File: config.mk
export PLATFORM = sky130hd
export DESIGN_NAME = lab2_proc_imm_encoder
export DESIGN_NICKNAME = d
export VERILOG_FILES = /design/src/rtl/lab2_proc_imm_pkg.sv /design/src/rtl/lab2_proc_imm_enc_buf.sv /design/src/rtl/lab2_proc_imm_encoder.sv
export SDC_FILE = /design/constraint.sdc
export NUM_CORES = 1
export LEC_CHECK = 0
export CORE_UTILIZATION = 48
export DETAILED_ROUTE_END_ITERATION = 16
export PLACE_DENSITY = 0.8
export SYNTH_ARGS = -nofsm -noshare
export SYNTH_HDL_FRONTEND = slang
export SYNTH_SLANG_ARGS = --single-unit
File: constraint.sdc
create_clock -name clk -period 2.2 [get_ports clk]
set_input_delay 0.44 -clock clk [delete_from_list [all_inputs] [get_ports clk]]
set_output_delay 0.44 -clock clk [all_outputs]
set_load 0.01 [all_outputs]
File: src/rtl/lab2_proc_imm_pkg.sv
// Immediate-format helpers shared by the immediate encoder and the datapath immediate generator.
// imm_encode packs fields, imm_fits checks representability, and imm_decode reverses the packing.
package lab2_proc_imm_pkg;

  localparam logic [2:0] IMM_I     = 3'd0;
  localparam logic [2:0] IMM_S     = 3'd1;
  localparam logic [2:0] IMM_B     = 3'd2;
  localparam logic [2:0] IMM_U     = 3'd3;
  localparam logic [2:0] IMM_J     = 3'd4;
  localparam logic [2:0] IMM_SHAMT = 3'd5;

  function automatic logic [31:0] imm_encode(input logic [2:0]  imm_type,
                                             input logic [31:0] imm,
                                             input logic [31:0] inst);
    logic [31:0] enc;
    enc = inst;
    case (imm_type)
      IMM_I:     enc[31:20] = imm[11:0];
      IMM_S:     begin
                   enc[31:25] = imm[11:5];
                   enc[11:7]  = imm[4:0];
                 end
      IMM_B:     begin
                   enc[31]    = imm[12];
                   enc[30:25] = imm[10:5];
                   enc[11:8]  = imm[4:1];
                   enc[7]     = imm[11];
                 end
      IMM_U:     enc[31:12] = imm[31:12];
      IMM_J:     begin
                   enc[31]    = imm[20];
                   enc[30:21] = imm[10:1];
                   enc[20]    = imm[11];
                   enc[19:12] = imm[19:12];
                 end
      IMM_SHAMT: enc[24:20] = imm[4:0];
      default:   enc = inst;
    endcase
    return enc;
  endfunction

  function automatic logic imm_fits(input logic [2:0]  imm_type,
                                    input logic [31:0] imm);
    logic ok;
    ok = 1'b0;
    case (imm_type)
      IMM_I, IMM_S: ok = (imm[31:11] == '0) || (imm[31:11] == '1);
      IMM_B:        ok = ((imm[31:12] == '0) || (imm[31:12] == '1)) && !imm[0];
      IMM_U:        ok = (imm[11:0] == '0);
      IMM_J:        ok = ((imm[31:20] == '0) || (imm[31:20] == '1)) && !imm[0];
      IMM_SHAMT:    ok = (imm[31:5] == '0);
      default:      ok = 1'b0;
    endcase
    return ok;
  endfunction

  function automatic logic [31:0] imm_decode(input logic [2:0]  imm_type,
                                             input logic [31:0] inst);
    logic [31:0] imm;
    imm = '0;
    case (imm_type)
      IMM_I:     imm = {{20{inst[31]}}, inst[31:20]};
      IMM_S:     imm = {{20{inst[31]}}, inst[31:25], inst[11:7]};
      IMM_B:     imm = {{19{inst[31]}}, inst[31], inst[7], inst[30:25], inst[11:8], 1'b0};
      IMM_U:     imm = {inst[31:12], 12'b0};
      IMM_J:     imm = {{11{inst[31]}}, inst[31], inst[19:12], inst[20], inst[30:21], 1'b0};
      IMM_SHAMT: imm = {27'b0, inst[24:20]};
      default:   imm = '0;
    endcase
    return imm;
  endfunction

endpackage

File: src/rtl/lab2_proc_imm_enc_buf.sv
// Two-entry val/rdy buffer with 1-bit wrapping pointers. Readiness comes from the registered
// occupancy only, so a dequeue from a full buffer frees a slot one cycle later.
module lab2_proc_imm_enc_buf #(
  parameter int unsigned W = 33
) (
  input  logic         clk,
  input  logic         reset_n,
  input  logic         i_enq_val,
  output logic         o_enq_rdy,
  input  logic [W-1:0] i_enq_data,
  output logic         o_deq_val,
  input  logic         i_deq_rdy,
  output logic [W-1:0] o_deq_data
);

  logic [W-1:0] r_mem [2];
  logic         r_wr_ptr;
  logic         r_rd_ptr;
  logic [1:0]   r_occ;
  logic         w_enq;
  logic         w_deq;

  assign o_enq_rdy  = (r_occ != 2'd2);
  assign o_deq_val  = (r_occ != 2'd0);
  assign o_deq_data = r_mem[r_rd_ptr];
  assign w_enq      = i_enq_val && o_enq_rdy;
  assign w_deq      = o_deq_val && i_deq_rdy;

  always_ff @(posedge clk or negedge reset_n) begin
    if (!reset_n) begin
      for (int unsigned i = 0; i < 2; i++) r_mem[i] <= '0;
      r_wr_ptr <= 1'b0;
      r_rd_ptr <= 1'b0;
      r_occ    <= '0;
    end else begin
      if (w_enq) begin
        r_mem[r_wr_ptr] <= i_enq_data;
        r_wr_ptr        <= ~r_wr_ptr;
      end
      if (w_deq) r_rd_ptr <= ~r_rd_ptr;
      case ({w_enq, w_deq})
        2'b10:   r_occ <= r_occ + 2'd1;
        2'b01:   r_occ <= r_occ - 2'd1;
        default: r_occ <= r_occ;
      endcase
    end
  end

endmodule

File: src/rtl/lab2_proc_imm_encoder.sv
// Packs an immediate into a base RV32 instruction. Flags immediates the format cannot represent.
// Define LAB2_PROC_IMM_ENC_SELFCHECK_EN to build the decode-back self-check (sticky chk_fail).
module lab2_proc_imm_encoder
  import lab2_proc_imm_pkg::*;
#(
  parameter int unsigned CNT_W = 16
) (
  input  logic             clk,
  input  logic             reset_n,
  input  logic             in_val,
  output logic             in_rdy,
  input  logic [2:0]       in_imm_type,
  input  logic [31:0]      in_imm,
  input  logic [31:0]      in_inst,
  output logic             out_val,
  input  logic             out_rdy,
  output logic [31:0]      out_inst,
  output logic             out_err,
  output logic [CNT_W-1:0] xact_cnt,
  output logic             chk_fail
);

  logic             w_fits;
  logic             w_enq;
  logic [31:0]      w_enc_inst;
  logic [31:0]      w_buf_inst;
  logic [CNT_W-1:0] r_xact_cnt;

  assign w_fits     = imm_fits(in_imm_type, in_imm);
  assign w_enc_inst = imm_encode(in_imm_type, in_imm, in_inst);
  // Unrepresentable immediates pass the base instruction through untouched.
  assign w_buf_inst = w_fits ? w_enc_inst : in_inst;
  assign w_enq      = in_val && in_rdy;

  lab2_proc_imm_enc_buf #(
    .W (33)
  ) u_buf (
    .clk        (clk),
    .reset_n    (reset_n),
    .i_enq_val  (in_val),
    .o_enq_rdy  (in_rdy),
    .i_enq_data ({!w_fits, w_buf_inst}),
    .o_deq_val  (out_val),
    .i_deq_rdy  (out_rdy),
    .o_deq_data ({out_err, out_inst})
  );

  always_ff @(posedge clk or negedge reset_n) begin
    if (!reset_n) r_xact_cnt <= '0;
    else if (w_enq) r_xact_cnt <= r_xact_cnt + CNT_W'(1);
  end

  assign xact_cnt = r_xact_cnt;

`ifdef LAB2_PROC_IMM_ENC_SELFCHECK_EN
  logic        r_chk_fail;
  logic [31:0] w_dec_imm;

  assign w_dec_imm = imm_decode(in_imm_type, w_enc_inst);

  always_ff @(posedge clk or negedge reset_n) begin
    if (!reset_n) r_chk_fail <= 1'b0;
    else if (w_enq && w_fits && (w_dec_imm != in_imm)) r_chk_fail <= 1'b1;
  end

  assign chk_fail = r_chk_fail;
`else
  assign chk_fail = 1'b0;
`endif

endmodule

==> results of run 1 <==
power groups by stage:
stage,combinational [W],sequential [W],clock (W)
floorplan,0.00193,0.00259,0
global placement,0.00359,0.00264,0
detailed placement,0.00367,0.00269,0
CTS,0.00349,0.00266,0.00109
global route,0.00378,0.00274,0.00116
finish,0.00348,0.00266,0.00107
final timing paths:
path | from | to | cells after the start
min | reset_n | xact_cnt[5]$_DFFE_PN0P_ | 1
min reg2reg | u_buf.r_mem[5]$_DFFE_PN0P_ | u_buf.r_mem[5]$_DFFE_PN0P_ | 2
max | in_imm_type[2] | u_buf.r_mem[26]$_DFFE_PN0P_ | 9
min in group clk | in_imm[8] | u_buf.r_mem[61]$_DFFE_PN0P_ | 3
max reg2reg | u_buf.r_occ[0]$_DFFE_PN0P_ | u_buf.r_occ[1]$_DFFE_PN0P_ | 6
max in group asynchronous | reset_n | u_buf.r_mem[15]$_DFFE_PN0P_ | 2
worst max-delay path: stages:
cell	delay [ns]
clkdlybuf4s50_1	0.44
buf_4	0.18
buf_4	0.14
o211ai_1	0.13
a31oi_4	0.15
buf_6	0.15
o21ai_4	0.21
mux2_4	0.33
mux2_2	0.26
kinds of logic after synthesis:
family	Yosys count	share of synthesized area, %
adder cells (fa/ha/maj)	2	0.5723
buffers and inverters	27	2.833
AND/OR/NAND/NOR	172	17.63
AO/OA/AOI/OAI	79	11.71
XOR/XNOR	20	4.007
flip-flops	86	49.23
multiplexers	55	13.94
other	1	0.08578
flip-flops by register name, indices dropped and copies added, names as in the netlist:
signal and cells:
u_buf.r_mem 66, u_buf.r_occ 2, u_buf.r_rd_ptr 1, u_buf.r_wr_ptr 1, xact_cnt 16
stage by stage:
step | setup WS, ns | hold WS [ns]
after floorplan | -0.06263 | 0.1444
after global placement | -0.5703 | 0.4253
after detailed placement | -0.5997 | 0.4338
after CTS | 0.007189 | 0.03728
after global routing | -0.03849 | 0.05166
final | 0.02655 | 0.02927
layout make-up:
type / instances / area [um2]
multi-input combinational: 329 / 2261
inverter: 3 / 11.26
tap: 108 / 135.1
fill: 657 / 2266
clock buffer: 10 / 127.6
clock inverter: 6 / 53.80
timing repair buffer: 190 / 1755
sequential: 86 / 2153
timing repair:
action | in CTS | in global routing
pin swaps | 18 | 9
endpoints found under the setup margin | 83 | 25
buffers inserted | 4 | 4
gates cloned | 1 | 0
gates resized for setup | 90 | 16
layer usage:
| metal | global-route usage [%] | share of wire (%) | vias to the layer above | routed length, um |
|---|---|---|---|---|
| li1 | - | - | 1903 | - |
| met1 | 31.22 | 42 | 1929 | 5013 |
| met2 | 44.70 | 51 | 137 | 6104 |
| met3 | 5.827 | 5.9 | 22 | 716 |
| met4 | 8.710 | 2.0 | 0 | 243 |
| met5 | 0 | 0 | - | 0 |
placed cells by master, fill, tap and decap left out, drive strengths merged, types with 9 or more instances in the layout:
master,netlist,final
nor2,47,47
buf,5,73
mux2,41,41
clkdlybuf4s15,0,9
dlygate4sd2,0,44
clkdlybuf4s50,0,63
o31ai,10,10
clkbuf,19,10
xnor2,15,15
a31oi,11,11
dfrtp,86,86
o21ai,10,10
nand3,11,11
nand2,81,81
mux2i,14,14
a21oi,33,33
==> metrics.md, run 1 <==
| Metric | Value |
|---|---|
| Status | `finished, final reports clean` |
| Die area | `0.009494 mm2` |
| EDFF count, synth | `0` |
| Clock transition at the registers of the reported paths | `0.10 ns` |
| WL/cell | `around 17 um` |
| CTS sink count | `86` |
| Initial antenna violation count | `0` |
| H-Tree Depth | `3` |
| Area growth from synthesis to layout | `48.63%` |
| Max Fclk | `0.4601 GHz` |
| Leak Pwr | `2.975 nW` |
| Post-detailed-route count of antenna-violating nets | `0` |
| Drt pass-1 iters | `4` |
| Placer Congestion | `between 0.9 and 1` |
| Initial Utilization | `49.89%` |
| Core Rows | `34` |
| Layout Skew | `0.01194 ns` |
| Required time of the critical path | `approximately 2.5 ns` |
| # diodes | `0` |
| Pins Over Slew Limit | `0` |
| Max IR drop VDD | `539.8 uV` |
| Net Count, Synth | `just over 500` |
| Final setup viols | `0` |
| FFs w/ async S/R, synth | `100.0%` |
| DRC marker count from the first detailed-route iteration | `86` |
| Via count | `around 4,000` |
| Critical path launch point type | `input pin` |
| Crit. End Element | `flip-flop` |
| Maximum clock insertion buffer count | `2` |
| Die Span Y | `97.44 um` |
| Power share of the combinational group | `48.2%` |
| PortBufs | `~120` |
| Fin Setup TNS | `0 ns` |
| First-pass GRT wire length | `between 15 and 20 mm` |
| Core Area | `0.008763 mm2` |
| Root Driver | `clkbuf_8` |
| Hold Violations, Final | `0` |
| Die width | `97.44 um` |
| Top FF cell, synth | `dfrtp_1` |
| Final std cells w/o fill | `between 700 and 800` |
| Layout cells sized above 1 | `25.64%` |
| CTS tree | `done` |
| Kind of critical path | `input pin to flip-flop` |
| Layout Nets | `a little under 700` |
| Top cell type's share of synthesized area | `between 40% and 50%` |
| Vias in the first global route | `about 4,000` |
| WP data arrival | `2.43 ns` |
| Max cap viols | `0` |
| Synth warn | `0` |
| Final period util | `98.79%` |
| Switching share of total power | `36.68%` |
| Unique masters post-synth | `48` |
| Total Wirelength | `12.08 mm` |
| Synth Cell Area | `0.004372 mm2` |
| Power Total | `roughly 0.0072 W` |
| Flop pwr share | `36.9%` |
| Final Critical Period | `2.173 ns` |
| I/O pins | `123` |
| Count leader, synth | `dfrtp_1` |
| Net switching power | `0.002644 W` |
| CTS Buf Count | `9` |
| Flop2flop setup slack | `0.45 ns` |
| Max Fanout on Critical Path | `6` |
| Mapped Cells | `442` |
| Commonest cells post-synth | `86 x dfrtp_1, 81 x nand2_1, 46 x nor2_1` |
| GRT Residual Overflow | `0` |
| Cell area after layout | `0.006497 mm2` |
| Yosys top cell by area | `dfrtp_1` |
| Dpl cell area | `around 0.0062 mm2` |
| Dpl hpwl | `~9 mm` |
| Internal power consumption | `0.004562 W` |
| Top cells by area, synth | `dfrtp_1 49%, mux2_2 10%, nand2_1 7.0%, nor2_1 3.9%, a21oi_1 3.8%` |
| Clock group share of total power | `14.9%` |
| Clock Latency Late Sink | `0.36 ns` |
| Final Util | `about three quarters` |
| Synth Register Bits | `between 80 and 90` |
| Power Density | `between 1000 and 1500 mW/mm2` |
| Dpl cells | `707` |
| Hold buffer count at cts | `0` |
| Sequential cell area fraction in the yosys report | `49.23%` |
| Tot GR Track Use | `between 20 and 30%` |
| Largest net degree at the start of global routing | `45` |
| Mean post-synth cell area | `9.891 um2` |
| Residual DRC | `0` |
| Worst hold path class | `input pin to async pin` |
| Vias per std cell | `5.452` |
No activity file was read; power rests on OpenSTA's default activity.
==> inputs of run 2 (changes only) <==
--- a/config.mk
+++ b/config.mk
@@ -5,6 +5,7 @@
 export SDC_FILE = /design/constraint.sdc
 export NUM_CORES = 1
 export LEC_CHECK = 0
+export CAP_MARGIN = 10
 export CORE_UTILIZATION = 48
 export DETAILED_ROUTE_END_ITERATION = 16
 export PLACE_DENSITY = 0.8
==> results of run 2 <==
Final layout, timing and power as in run 1 (identical DEF).
